$ cat src/rtl/writeback_arbiter.sv
// Writeback arbiter: per-source result FIFOs feeding the two register-file write
// ports through a round-robin dual grant that never issues two writes to one register.

module writeback_arbiter #(
    parameter int N_SRC      = 3,
    parameter int FIFO_DEPTH = 2
) (
    input  logic        i_clk,
    input  logic        i_rst_n,
    input  logic        i_src_valid [0:N_SRC-1],
    output logic        o_src_ready [0:N_SRC-1],
    input  logic [6:0]  i_src_addr  [0:N_SRC-1],
    input  logic [31:0] i_src_data  [0:N_SRC-1],
    output logic        o_w_en      [0:1],
    output logic [6:0]  o_w_addr    [0:1],
    output logic [31:0] o_w_data    [0:1],
    output logic        o_idle
);

    localparam int SW = (N_SRC > 1) ? $clog2(N_SRC) : 1;
    localparam int PW = (FIFO_DEPTH > 1) ? $clog2(FIFO_DEPTH) : 1;
    localparam int CW = $clog2(FIFO_DEPTH + 1);
    localparam logic [CW-1:0] DEPTH_C  = CW'(FIFO_DEPTH);
    localparam logic [PW-1:0] PTR_LAST = PW'(FIFO_DEPTH - 1);
    localparam logic [SW-1:0] SRC_LAST = SW'(N_SRC - 1);

    logic [6:0]    r_mem_addr [N_SRC][FIFO_DEPTH];
    logic [31:0]   r_mem_data [N_SRC][FIFO_DEPTH];
    logic [PW-1:0] r_wptr     [N_SRC];
    logic [PW-1:0] r_rptr     [N_SRC];
    logic [CW-1:0] r_count    [N_SRC];
    logic [SW-1:0] r_rr;
    logic          r_w_en     [0:1];
    logic [6:0]    r_w_addr   [0:1];
    logic [31:0]   r_w_data   [0:1];

    logic          w_nonempty  [N_SRC];
    logic          w_ready     [N_SRC];
    logic          w_enq       [N_SRC];
    logic          w_pop       [N_SRC];
    logic [6:0]    w_head_addr [N_SRC];
    logic [31:0]   w_head_data [N_SRC];
    logic          w_g0_vld;
    logic          w_g1_vld;
    logic [SW-1:0] w_g0_src;
    logic [SW-1:0] w_g1_src;
    logic [6:0]    w_g0_addr;
    logic [6:0]    w_g1_addr;
    logic [31:0]   w_g0_data;
    logic [31:0]   w_g1_data;
    logic [SW-1:0] w_last;
    logic [SW-1:0] w_rr_next;
    logic          w_all_empty;

    // Per-source status; ready ignores a same-cycle pop, and p0 writes are accepted then dropped.
    always_comb begin
        for (int s = 0; s < N_SRC; s++) begin
            w_nonempty[s]  = (r_count[s] != {CW{1'b0}});
            w_ready[s]     = i_rst_n && (r_count[s] < DEPTH_C);
            w_enq[s]       = i_src_valid[s] && w_ready[s] && (i_src_addr[s] != 7'd0);
            w_head_addr[s] = r_mem_addr[s][r_rptr[s]];
            w_head_data[s] = r_mem_data[s][r_rptr[s]];
        end
    end

    // Round-robin scan from r_rr: first head takes port 0, next head with a different address takes port 1.
    always_comb begin : arb
        logic [SW-1:0] v_scan;
        logic          v_take0;
        logic          v_take1;
        v_scan    = r_rr;
        v_take0   = 1'b0;
        v_take1   = 1'b0;
        w_g0_vld  = 1'b0;
        w_g1_vld  = 1'b0;
        w_g0_src  = {SW{1'b0}};
        w_g1_src  = {SW{1'b0}};
        w_g0_addr = 7'd0;
        w_g1_addr = 7'd0;
        w_g0_data = 32'd0;
        w_g1_data = 32'd0;
        for (int k = 0; k < N_SRC; k++) begin
            v_take0 = w_nonempty[v_scan] && !w_g0_vld;
            v_take1 = w_nonempty[v_scan] && w_g0_vld && !w_g1_vld &&
                      (w_head_addr[v_scan] != w_g0_addr);
            if (v_take0) begin
                w_g0_vld  = 1'b1;
                w_g0_src  = v_scan;
                w_g0_addr = w_head_addr[v_scan];
                w_g0_data = w_head_data[v_scan];
            end else if (v_take1) begin
                w_g1_vld  = 1'b1;
                w_g1_src  = v_scan;
                w_g1_addr = w_head_addr[v_scan];
                w_g1_data = w_head_data[v_scan];
            end else begin
                v_take1 = 1'b0;
            end
            if (v_scan == SRC_LAST) begin
                v_scan = {SW{1'b0}};
            end else begin
                v_scan = v_scan + SW'(1);
            end
        end
    end

    // Pop strobes, next round-robin pointer and the all-empty flag.
    always_comb begin
        w_all_empty = 1'b1;
        for (int s = 0; s < N_SRC; s++) begin
            w_pop[s] = (w_g0_vld && (w_g0_src == SW'(s))) ||
                       (w_g1_vld && (w_g1_src == SW'(s)));
            w_all_empty = w_all_empty && !w_nonempty[s];
        end
        if (w_g1_vld) begin
            w_last = w_g1_src;
        end else begin
            w_last = w_g0_src;
        end
        if (w_last == SRC_LAST) begin
            w_rr_next = {SW{1'b0}};
        end else begin
            w_rr_next = w_last + SW'(1);
        end
    end

    // FIFO pointers and occupancy; push and pop together leave the count unchanged.
    always_ff @(posedge i_clk) begin
        if (!i_rst_n) begin
            for (int s = 0; s < N_SRC; s++) begin
                r_wptr[s]  <= {PW{1'b0}};
                r_rptr[s]  <= {PW{1'b0}};
                r_count[s] <= {CW{1'b0}};
            end
        end else begin
            for (int s = 0; s < N_SRC; s++) begin
                if (w_enq[s]) begin
                    r_wptr[s] <= (r_wptr[s] == PTR_LAST) ? {PW{1'b0}} : r_wptr[s] + PW'(1);
                end
                if (w_pop[s]) begin
                    r_rptr[s] <= (r_rptr[s] == PTR_LAST) ? {PW{1'b0}} : r_rptr[s] + PW'(1);
                end
                case ({w_enq[s], w_pop[s]})
                    2'b10:   r_count[s] <= r_count[s] + CW'(1);
                    2'b01:   r_count[s] <= r_count[s] - CW'(1);
                    default: r_count[s] <= r_count[s];
                endcase
            end
        end
    end

    // FIFO storage; enqueue is already gated off while reset is asserted.
    always_ff @(posedge i_clk) begin
        for (int s = 0; s < N_SRC; s++) begin
            if (w_enq[s]) begin
                r_mem_addr[s][r_wptr[s]] <= i_src_addr[s];
                r_mem_data[s][r_wptr[s]] <= i_src_data[s];
            end
        end
    end

    // Registered write ports and round-robin pointer; an ungranted port drives all zeros.
    always_ff @(posedge i_clk) begin
        if (!i_rst_n) begin
            r_rr <= {SW{1'b0}};
            for (int p = 0; p < 2; p++) begin
                r_w_en[p]   <= 1'b0;
                r_w_addr[p] <= 7'd0;
                r_w_data[p] <= 32'd0;
            end
        end else begin
            r_w_en[0]   <= w_g0_vld;
            r_w_addr[0] <= w_g0_addr;
            r_w_data[0] <= w_g0_data;
            r_w_en[1]   <= w_g1_vld;
            r_w_addr[1] <= w_g1_addr;
            r_w_data[1] <= w_g1_data;
            if (w_g0_vld) begin
                r_rr <= w_rr_next;
            end
        end
    end

    assign o_src_ready = w_ready;
    assign o_w_en      = r_w_en;
    assign o_w_addr    = r_w_addr;
    assign o_w_data    = r_w_data;
    assign o_idle      = w_all_empty && !r_w_en[0] && !r_w_en[1];

endmodule

$ cat config.mk
export PLATFORM = sky130hd
export DESIGN_NAME = writeback_arbiter
export DESIGN_NICKNAME = d
export VERILOG_FILES = /design/src/rtl/writeback_arbiter.sv
export SDC_FILE = /design/constraint.sdc
export NUM_CORES = 1
export LEC_CHECK = 0
export CAP_MARGIN = 20
export CORE_UTILIZATION = 50
export CTS_CLUSTER_SIZE = 30
export DETAILED_ROUTE_END_ITERATION = 8
export PLACE_DENSITY = 0.77
export SYNTH_ARGS = -nofsm -noshare
export SYNTH_HDL_FRONTEND = slang
export SYNTH_SLANG_ARGS = --single-unit
$ cat constraint.sdc
create_clock -name i_clk -period 3.9 [get_ports i_clk]
set_input_delay 0.78 -clock i_clk [delete_from_list [all_inputs] [get_ports i_clk]]
set_output_delay 0.78 -clock i_clk [all_outputs]
set_load 0.01 [all_outputs]
**After elaboration in Yosys (flattened, before gate mapping)**

Memories as Yosys holds them, arrays and structs flattened.
Cells that the tools add are included.

- Memories: 5
- Output and inout port bits: 84
- Input bits: 122
- Logic and storage cells: 294
- Register bits after elaboration: 82
- RAM bits: 246

- Bitwise logic cells: 24
- Add/subtract/negate cells: 15
- $lt $le $gt $ge: 15
- Reduce and logical (&&, ||, !) cells: 51
- Equality and inequality tests: 15
- Mux-type cells: 162

Memories:

| name | depth | bits a word | rd ports | clocked after Yosys merged registers in | write ports | RTL line | RTL |
|---|---|---|---|---|---|---|---|
| r_mem_data | 3 | 64 | 3 | 0 | 3 | 28 | `logic [31:0] r_mem_data [N_SRC][FIFO_DEPTH];` |
| r_mem_addr | 3 | 14 | 3 | 0 | 3 | 27 | `logic [6:0] r_mem_addr [N_SRC][FIFO_DEPTH];` |
| r_count | 3 | 2 | 3 | 0 | 3 | 31 | `logic [CW-1:0] r_count [N_SRC];` |
| r_rptr | 3 | 1 | 3 | 0 | 3 | 30 | `logic [PW-1:0] r_rptr [N_SRC];` |
| r_wptr | 3 | 1 | 3 | 0 | 3 | 29 | `logic [PW-1:0] r_wptr [N_SRC];` |

Operators by type and width:

| operator | count |
|---|---|
| 2-to-1 mux 32 bit | 25 |
| binary-select mux 32 bit (select 2 bit) | 3 |
| 2-to-1 mux 64 bit | 3 |
| 2-to-1 mux 7 bit | 25 |
| demux 32 bit (select 1 bit) | 3 |
| 2-to-1 mux 1 bit | 71 |
| binary-select mux 7 bit (select 2 bit) | 3 |
| 2-to-1 mux 14 bit | 3 |
| 2-to-1 mux 2 bit | 20 |
| logical AND 1 bit | 29 |
| demux 7 bit (select 1 bit) | 3 |
| nonzero test 7 bit | 3 |
| equality test 2 bit (second input constant) | 8 |
| bitwise OR 1 bit | 15 |
| != test 7 bit | 2 |
| adder 2 x 1 -> 2 bit (second input constant) | 6 |
| greater-or-equal comparator 2 bit (second input constant) | 6 |
| inverter 1 -> 2 bit | 6 |
| equality test 2 x 1 -> 1 bit (second input constant) | 5 |
| greater-or-equal comparator 3 bit (second input constant) | 3 |
| inverter 2 -> 3 bit | 3 |
| zero test 1 bit | 8 |
| adder 1 bit (second input constant) | 6 |
| binary-select mux 1 bit (select 2 bit) | 3 |
| other kinds (7) | 20 |

**Logic depth before layout (Yosys ltp)**

Gate-level depths: netlist of run 1.

- Depth after elaboration: 27
- Mapped depth: 19
- Depth with buffers taken out: 17

**Worst setup path before layout of run 1**

OpenSTA, ideal clock, no wires.

- Kind: register -> register
- Start point: mem r_count[2][0] (netlist bit)
- End point: mem r_count[2][1] (netlist bit) (data pin)
- Setup slack: -0.186 ns
- Stages on the path, launching flop included: 17
- Setup time: 0.265 ns
- Arrival: 3.821 ns
- Path buffers: 1
- Period minus slack after synthesis: 4.086 ns
- Data required time: 3.635 ns
- Path through: edfxtp_1 > inv_1 > ha_1 > clkbuf_1 > or4b_1 > o311ai_2 > nand2_1 > o2bb2ai_1 > xor2_1 > o41a_1 > nand2_1 > o31ai_1 > ha_1 > o41ai_1 > inv_1 > nand3_1 > o21ai_0

RTL lines:

| element | RTL line |
|---|---|
| from (decl) | 31 |

==> impl_metrics.env, run 1 <==
export IMPL_gr_usage_met2_pct=48.1
export IMPL_cts_buffer_depth=3
export IMPL_hold_viol=0
export IMPL_drc=0
export IMPL_utilization_pct=65.5
export IMPL_start_kind="flip-flop"
export IMPL_violations="negative setup slack"
export IMPL_globalplace_congestion=0.926
export IMPL_power_density_nw_per_um2=905
export IMPL_rows=63
export IMPL_vdd_drop_max_uv=873
export IMPL_synth_xor_area_share_pct=0.343
export IMPL_ys_flop_type="edfxtp_1"
export IMPL_maxSlewHeadroom_pct=25.3
export IMPL_crit_family="compound AO/OA/AOI/OAI gates"
export IMPL_synth_mux_area_share_pct=8.06
export IMPL_final_common_cell="nand2_1"
export IMPL_setup_viol=6
export IMPL_grt_max_degree=90
export IMPL_start_util_pct=51.3
export IMPL_cpPeakStageDelay_ns=0.45
export IMPL_grt_usage_pct=29.6
export IMPL_grt_first_pass_wirelength_um=69500
export IMPL_grt_busiest_layer="met2"
export IMPL_cp_arrival_ns=4.22
export IMPL_vias_per_cell=6.11
export IMPL_fin_area_um2=19600
export IMPL_synth_area_leaders="edfxtp_1 (48%), dfxtp_1 (11%), mux2i_1 (7.8%)"
export IMPL_crit_start="r_rptr[0][0]"
export IMPL_areaGrowthSynthToFinish_pct=27.5
export IMPL_crit_fanout=7
export IMPL_die_width_um=177
export IMPL_synth_edff_count=246
export IMPL_reg2reg_depth=17
export IMPL_syn_nets=1558
export IMPL_synth_fa_ha_area_share_pct=0.571
export IMPL_timing_final_ws_setup_ns=-0.0589
export IMPL_crit_top_cell="buf_4"
export IMPL_place_area_um2=18200
export IMPL_synth_cell_types=70
export IMPL_synth_top_area_share_pct=48.2
export IMPL_grt_pass1_vias=12200
export IMPL_regArea_um2=9030
export IMPL_synth_top_family_by_area="simple AND/OR/NAND/NOR gates"
export IMPL_ys_async_sr_fraction_pct=0
export IMPL_final_cell_count_no_fill=2070
export IMPL_criticalPathCategory="flip-flop to flip-flop"
export IMPL_grt_remaining_overflow=0
export IMPL_ys_warn_count=0
export IMPL_grt_met3_usage_pct=4.88
export IMPL_critPathCaptureType="flip-flop"
export IMPL_synth_compound_area_share_pct=13.4
export IMPL_timing_rr_end="r_count[2][0]"
export IMPL_postSynthCellCount=1429
export IMPL_layout_drive_gt1_share_pct=12.1
export IMPL_status="finished, violations left"
export IMPL_min_path_type="flip-flop to flip-flop"
export IMPL_synth_top_cell_by_area="edfxtp_1"
export IMPL_fin_crit_sh_pct=102
export IMPL_static_leakage_power_uw=0.00715
export IMPL_worst_slew_pin_transition_ns=1.12
export IMPL_placedCellCount=1996
export IMPL_syn_area_per_cell_um2=10.7
export IMPL_cts_tree="done"
export IMPL_cp_num_cells=17
export IMPL_critPathBufInv=4
export IMPL_first_pass_iters=6
export IMPL_cts_made_buffers=34
export IMPL_ys_ff_latch=328
export IMPL_place_hpwl_um=30200
export IMPL_min_period_ns=3.96
export IMPL_rrSetupSlack_ns=-0.06
export IMPL_clk_latency_ns=0.52
export IMPL_slowest_stage="or3_2"
export IMPL_final_nets=1783
export IMPL_ant_nets=0
export IMPL_path_cells="buf_6, buf_4, mux2i_2, a222oi_1, buf_4, and3_1, or3_2, nand4_4, o41a_1, nand2_2, o31a_1, ha_1, nor2_2, nand2_1, o41ai_2, buf_4, a21oi_1"
export IMPL_totalWireLength_um=46900
export IMPL_io_pins=206
export IMPL_drt_iter0_drc=1830
export IMPL_grt_antenna_before_repair=3
export IMPL_synthSimpleGateAreaFrac_pct=15.5
export IMPL_portBuffers=205
export IMPL_ctsRootBufferMaster="clkbuf_16"
export IMPL_finalMaxSlewViolations=0
export IMPL_max_cap_violations=0
export IMPL_ys_seq_area_share_pct=58.9
export IMPL_fillers=2218
export IMPL_vias=12600
export IMPL_multi_input_area_um2=6030
export IMPL_core_area_um2=29900
export IMPL_fp_dieArea_um2=31400
export IMPL_dieHeight_um=177
export IMPL_endpoint="r_count[2][0]"
export IMPL_syn_area_um2=15300
export IMPL_use_met1_pct=39.2
export IMPL_setup_tns_ns=-0.257
export IMPL_final_cell_mix="nand2_1 (258), edfxtp_1 (246), clkdlybuf4s50_1 (204), nor2_1 (131), mux2i_1 (114)"
export IMPL_htree_levels=2
export IMPL_grt_setup_unrepaired="yes"
export IMPL_crit_required_ns=4.16
export IMPL_cts_sinks=328
export IMPL_r2r_start="r_rptr[0][0]"
export IMPL_clk_pin_slew_ns=0.06
export IMPL_post_place_ws_ns=-0.104
export IMPL_wire_per_inst_um=22.7
export IMPL_fmax_mhz=253
export IMPL_finClkSkew_ns=0.0246
==> kinds of logic after synthesis <==
logic type               count (synthesis)
buffers and inverters                  117
AND/OR/NAND/NOR                        542
AO/OA/AOI/OAI                          306
multiplexers                           123
flip-flops                             328
adder cells (fa/ha/maj)                  7
XOR/XNOR                                 6
==> routing by layer <==
metal  vias to the layer above  wire [µm]
met2                       743      22300
li1                       5697          -
met4                         2       1500
met1                      6071      18700
met5                         -         13
met3                       135       4440
==> worst reg2reg max path: cells and delay by family, from the launching register on <==
family / cells / cell delay [ns]
buffers and inverters: 4 / 0.70
AND/OR/NAND/NOR: 6 / 1.00
flip-flops: 1 / 0.44
adder cells (fa/ha/maj): 1 / 0.21
multiplexers: 1 / 0.28
AO/OA/AOI/OAI: 5 / 1.07
==> how the worst min path moves through the flow <==
stage | from | end | cells past startpoint
global route | r_count[2][0] | r_count[2][0] | 1
floorplan | r_count[2][0] | r_count[2][0] | 1
detailed placement | r_count[2][0] | r_count[2][0] | 1
finish | r_count[2][0] | r_count[2][0] | 1
global placement | r_count[2][0] | r_count[2][0] | 1
CTS | r_count[2][0] | r_count[2][0] | 1
==> sequential cells by signal, indices dropped and copies added, names as in the netlist <==
name	count
r_mem_addr	42
r_count	6
r_mem_data	192
o_w_data	64
r_rr	2
o_w_addr	14
o_w_en	2
r_rptr	3
r_wptr	3
==> final cells by class <==
class	instances	share of cell area (%)
clock buffer	44	4.91
timing repair buffer	296	14.4
antenna	1	0.0128
clock inverter	17	0.960
multi-input combinational	984	30.8
tap	390	2.50
inverter	10	0.211
sequential	328	46.2
==> cell usage after synthesis, types with 3 or more instances <==
library cell and count:
dfxtp_1 82, nand2_1 260, o21a_1 39, o21ai_0 22, inv_1 9, a222oi_1 6, nor4_1 4, ha_1 7
and3_1 11, and2_1 4, a21oi_1 44, xnor2_1 5, edfxtp_1 246, buf_6 3, nor2b_1 38, nand3_1 7
buf_4 5, buf_2 8, or3_1 15, clkbuf_1 73, o31a_1 9, mux2i_1 119, nor3_1 46, o22a_1 3
o31ai_1 5, o22ai_1 69, a31oi_1 76, buf_1 18, mux2_2 4, nand2b_1 6, nor2_1 136, a21boi_1 5
o32ai_1 4
==> report_power, final <==
| group | switching (µW) | leakage (µW) | internal (µW) | total, µW |
|---|---|---|---|---|
| Sequential | 224 | 0.00294 | 4400 | 4630 |
| Combinational | 5970 | 0.00366 | 3800 | 9770 |
| Clock | 1340 | 0.000552 | 1960 | 3300 |
==> timing repair <==
action,4_1_cts,5_1_grt
buffers inserted,0,11
hold endpoints to repair,0,0
setup endpoints to repair,6,10
pin swaps,0,15
hold buffers,0,0
resized for setup,1,33
gates cloned,0,1
==> metrics by stage <==
stage	hold WS, ns	power [µW]
2_1_floorplan	0.526	10500
3_3_place_gp	0.544	13700
3_5_place_dp	0.544	13800
4_1_cts	0.559	17200
5_1_grt	0.602	18500
6_report	0.561	17700
No activity file was read; power rests on OpenSTA's default activity.
==> run 2, diff against run 1 <==
--- a/config.mk
+++ b/config.mk
@@ -10,6 +10,7 @@
 export CTS_CLUSTER_SIZE = 30
 export DETAILED_ROUTE_END_ITERATION = 8
 export PLACE_DENSITY = 0.77
+export SETUP_SLACK_MARGIN = 0.5
 export SYNTH_ARGS = -nofsm -noshare
 export SYNTH_HDL_FRONTEND = slang
 export SYNTH_SLANG_ARGS = --single-unit
==> run 2 against run 1 <==
The run now ends clean. Largest cell class unchanged. Clock power shrank 5%. Global-route usage barely moved. Combinational power up 11%. Cell area is 3.5% higher. Critical path depth is 5 lower. Non-clock buffer count rose by 57. Largest power group unchanged. Clock-buffer cell count rose by 6. Fmax is 5.6% higher. Critical endpoint is now r_count[0][1]. Register-to-register slack gained 0.21 ns. Cell count grew 2.9%.
==> impl_metrics.env, run 2 (same netlist as run 1, synthesis figures left out) <==
export IMPL_timing_final_ws_setup_ns=0.150
export IMPL_final_cell_mix="nand2_1 (257), edfxtp_1 (246), clkdlybuf4s50_1 (203), buf_4 (137), nor2_1 (130)"
export IMPL_finClkSkew_ns=0.0230
export IMPL_static_leakage_power_uw=0.00745
export IMPL_cp_arrival_ns=4.02
export IMPL_final_common_cell="nand2_1"
export IMPL_start_kind="flip-flop"
export IMPL_crit_fanout=7
export IMPL_cts_made_buffers=35
export IMPL_cpPeakStageDelay_ns=0.54
export IMPL_criticalPathCategory="flip-flop to flip-flop"
export IMPL_ctsRootBufferMaster="clkbuf_16"
export IMPL_p_seq_share_pct=25.0
export IMPL_final_nets=1841
export IMPL_holdBufCountCts=0
export IMPL_cts_buffer_depth=3
export IMPL_cts_sinks=328
export IMPL_largest_reg_flops=192
export IMPL_path_cells="or2_1, o311ai_4, and3_4, or3_1, nand4_4, o41a_1, nand2_2, o31ai_2, ha_1, o41ai_4, buf_4, nor2_1"
export IMPL_grt_remaining_overflow=0
export IMPL_start_util_pct=51.3
export IMPL_vias=12800
export IMPL_cts_tree="done"
export IMPL_drc=0
export IMPL_swShare_pct=42.2
export IMPL_min_period_ns=3.75
export IMPL_grt_first_pass_wirelength_um=70700
export IMPL_place_hpwl_um=30700
export IMPL_p_total_uw=18600
export IMPL_p_clk_share_pct=17.0
export IMPL_wire_per_inst_um=21.9
export IMPL_rows=63
export IMPL_combPwrFrac_pct=58.0
export IMPL_core_area_um2=29900
export IMPL_slowest_stage="edfxtp_1"
export IMPL_switchingPower_uw=7820
export IMPL_globalplace_congestion=0.934
export IMPL_fin_crit_sh_pct=96.2
export IMPL_portBuffers=205
export IMPL_dieHeight_um=177
export IMPL_fillers=2223
export IMPL_grt_usage_pct=29.7
export IMPL_maxSlewHeadroom_pct=33.7
export IMPL_critPathCaptureType="flip-flop"
export IMPL_grt_antenna_before_repair=1
export IMPL_first_pass_iters=9
export IMPL_drt_iter0_drc=1241
export IMPL_layout_drive_gt1_share_pct=16.4
export IMPL_ant_nets=0
export IMPL_grt_max_degree=85
export IMPL_min_path_type="flip-flop to flip-flop"
export IMPL_regArea_um2=9030
export IMPL_setup_tns_ns=0
export IMPL_fp_dieArea_um2=31400
export IMPL_clk_latency_ns=0.52
export IMPL_p_int_uw=10700
export IMPL_worst_slew_pin_transition_ns=0.992
export IMPL_htree_levels=2
export IMPL_areaGrowthSynthToFinish_pct=32.0
export IMPL_vias_per_cell=6.01
export IMPL_finalMaxSlewViolations=0
export IMPL_status="completed"
export IMPL_vdd_drop_max_uv=842
export IMPL_setup_viol=0
export IMPL_crit_family="compound AO/OA/AOI/OAI gates"
export IMPL_max_cap_violations=0
export IMPL_io_pins=206
export IMPL_grt_pass1_vias=12800
export IMPL_totalWireLength_um=46600
export IMPL_hold_viol=0
export IMPL_post_place_ws_ns=-0.111
export IMPL_fmax_mhz=267
export IMPL_multi_input_area_um2=6330
export IMPL_die_width_um=177
export IMPL_grt_setup_unrepaired="yes"
export IMPL_crit_required_ns=4.17
export IMPL_clk_pin_slew_ns=0.06
export IMPL_critPathBufInv=1
export IMPL_holdWs_ns=0.633
export IMPL_antenna_cells=0
export IMPL_power_density_nw_per_um2=917
==> run 2: cell types whose count changed in the layout (fill, tap and decap cells not counted), sizes merged, moves of 2 or more <==
| cell | change |
|---|---|
| clkinvlp | -4 |
| buf | +58 |
| clkinv | +2 |
| clkbuf | +5 |
| bufinv | -2 |
==> run 2: path summary, 6_finish.rpt <==
check,startpoint,to,slack (ns),cells after the start
max,r_count[0][1],r_count[0][1],0.15,12
min,r_wptr[0][1],r_wptr[0][1],0.63,1
max reg2reg,r_count[0][1],r_count[0][1],0.15,12
min reg2reg,r_wptr[0][1],r_wptr[0][1],0.63,1
==> run 2: routing by layer <==
layer,global-route usage [%],up-vias,wire length (µm)
met1,38.4,6107,18900
met2,49.5,701,22600
met3,4.85,149,3610
met5,0,-,0
met4,11.9,0,1570
li1,-,5829,-
==> run 2: stage by stage <==
step	utilization, %	instance area (µm²)	cells
2_1_floorplan	-	15500	1429
3_3_place_gp	62.0	18500	2033
3_5_place_dp	62.0	18500	2034
4_1_cts	67.3	20100	2124
5_1_grt	67.7	20200	2129
6_report	67.7	20200	2129
==> run 2: power groups by stage <==
| stage | combinational, µW | sequential (µW) | clock, µW |
|---|---|---|---|
| 5_1_grt | 11500 | 4690 | 3320 |
| 3_3_place_gp | 9400 | 4690 | 0 |
| 4_1_cts | 10400 | 4640 | 3200 |
| 3_5_place_dp | 9500 | 4700 | 0 |
| 6_report | 10800 | 4650 | 3150 |
| 2_1_floorplan | 5910 | 4760 | 0 |
==> run 2: worst reg2reg max path, stage by stage (launching register included) <==
cell      delay, ns
edfxtp_1       0.54
or2_1          0.32
o311ai_4       0.43
and3_4         0.27
or3_1          0.14
nand4_4        0.14
o41a_1         0.47
nand2_2        0.11
o31ai_2        0.07
ha_1           0.36
o41ai_4        0.41
buf_4          0.19
nor2_1         0.05
==> run 2: area by class of cell <==
cell class | count | share of cell area, %
tap | 390 | 2.41
clock buffer | 50 | 4.81
inverter | 10 | 0.204
sequential | 328 | 44.6
multi-input combinational | 984 | 31.3
clock inverter | 14 | 0.563
timing repair buffer | 353 | 16.1
==> run 2: repair_timing <==
item / CTS / global route
resized for setup: 61 / 13
pin swaps: 25 / 5
cloned: 0 / 0
setup buffers: 26 / 4
setup endpoints to repair: 16 / 47
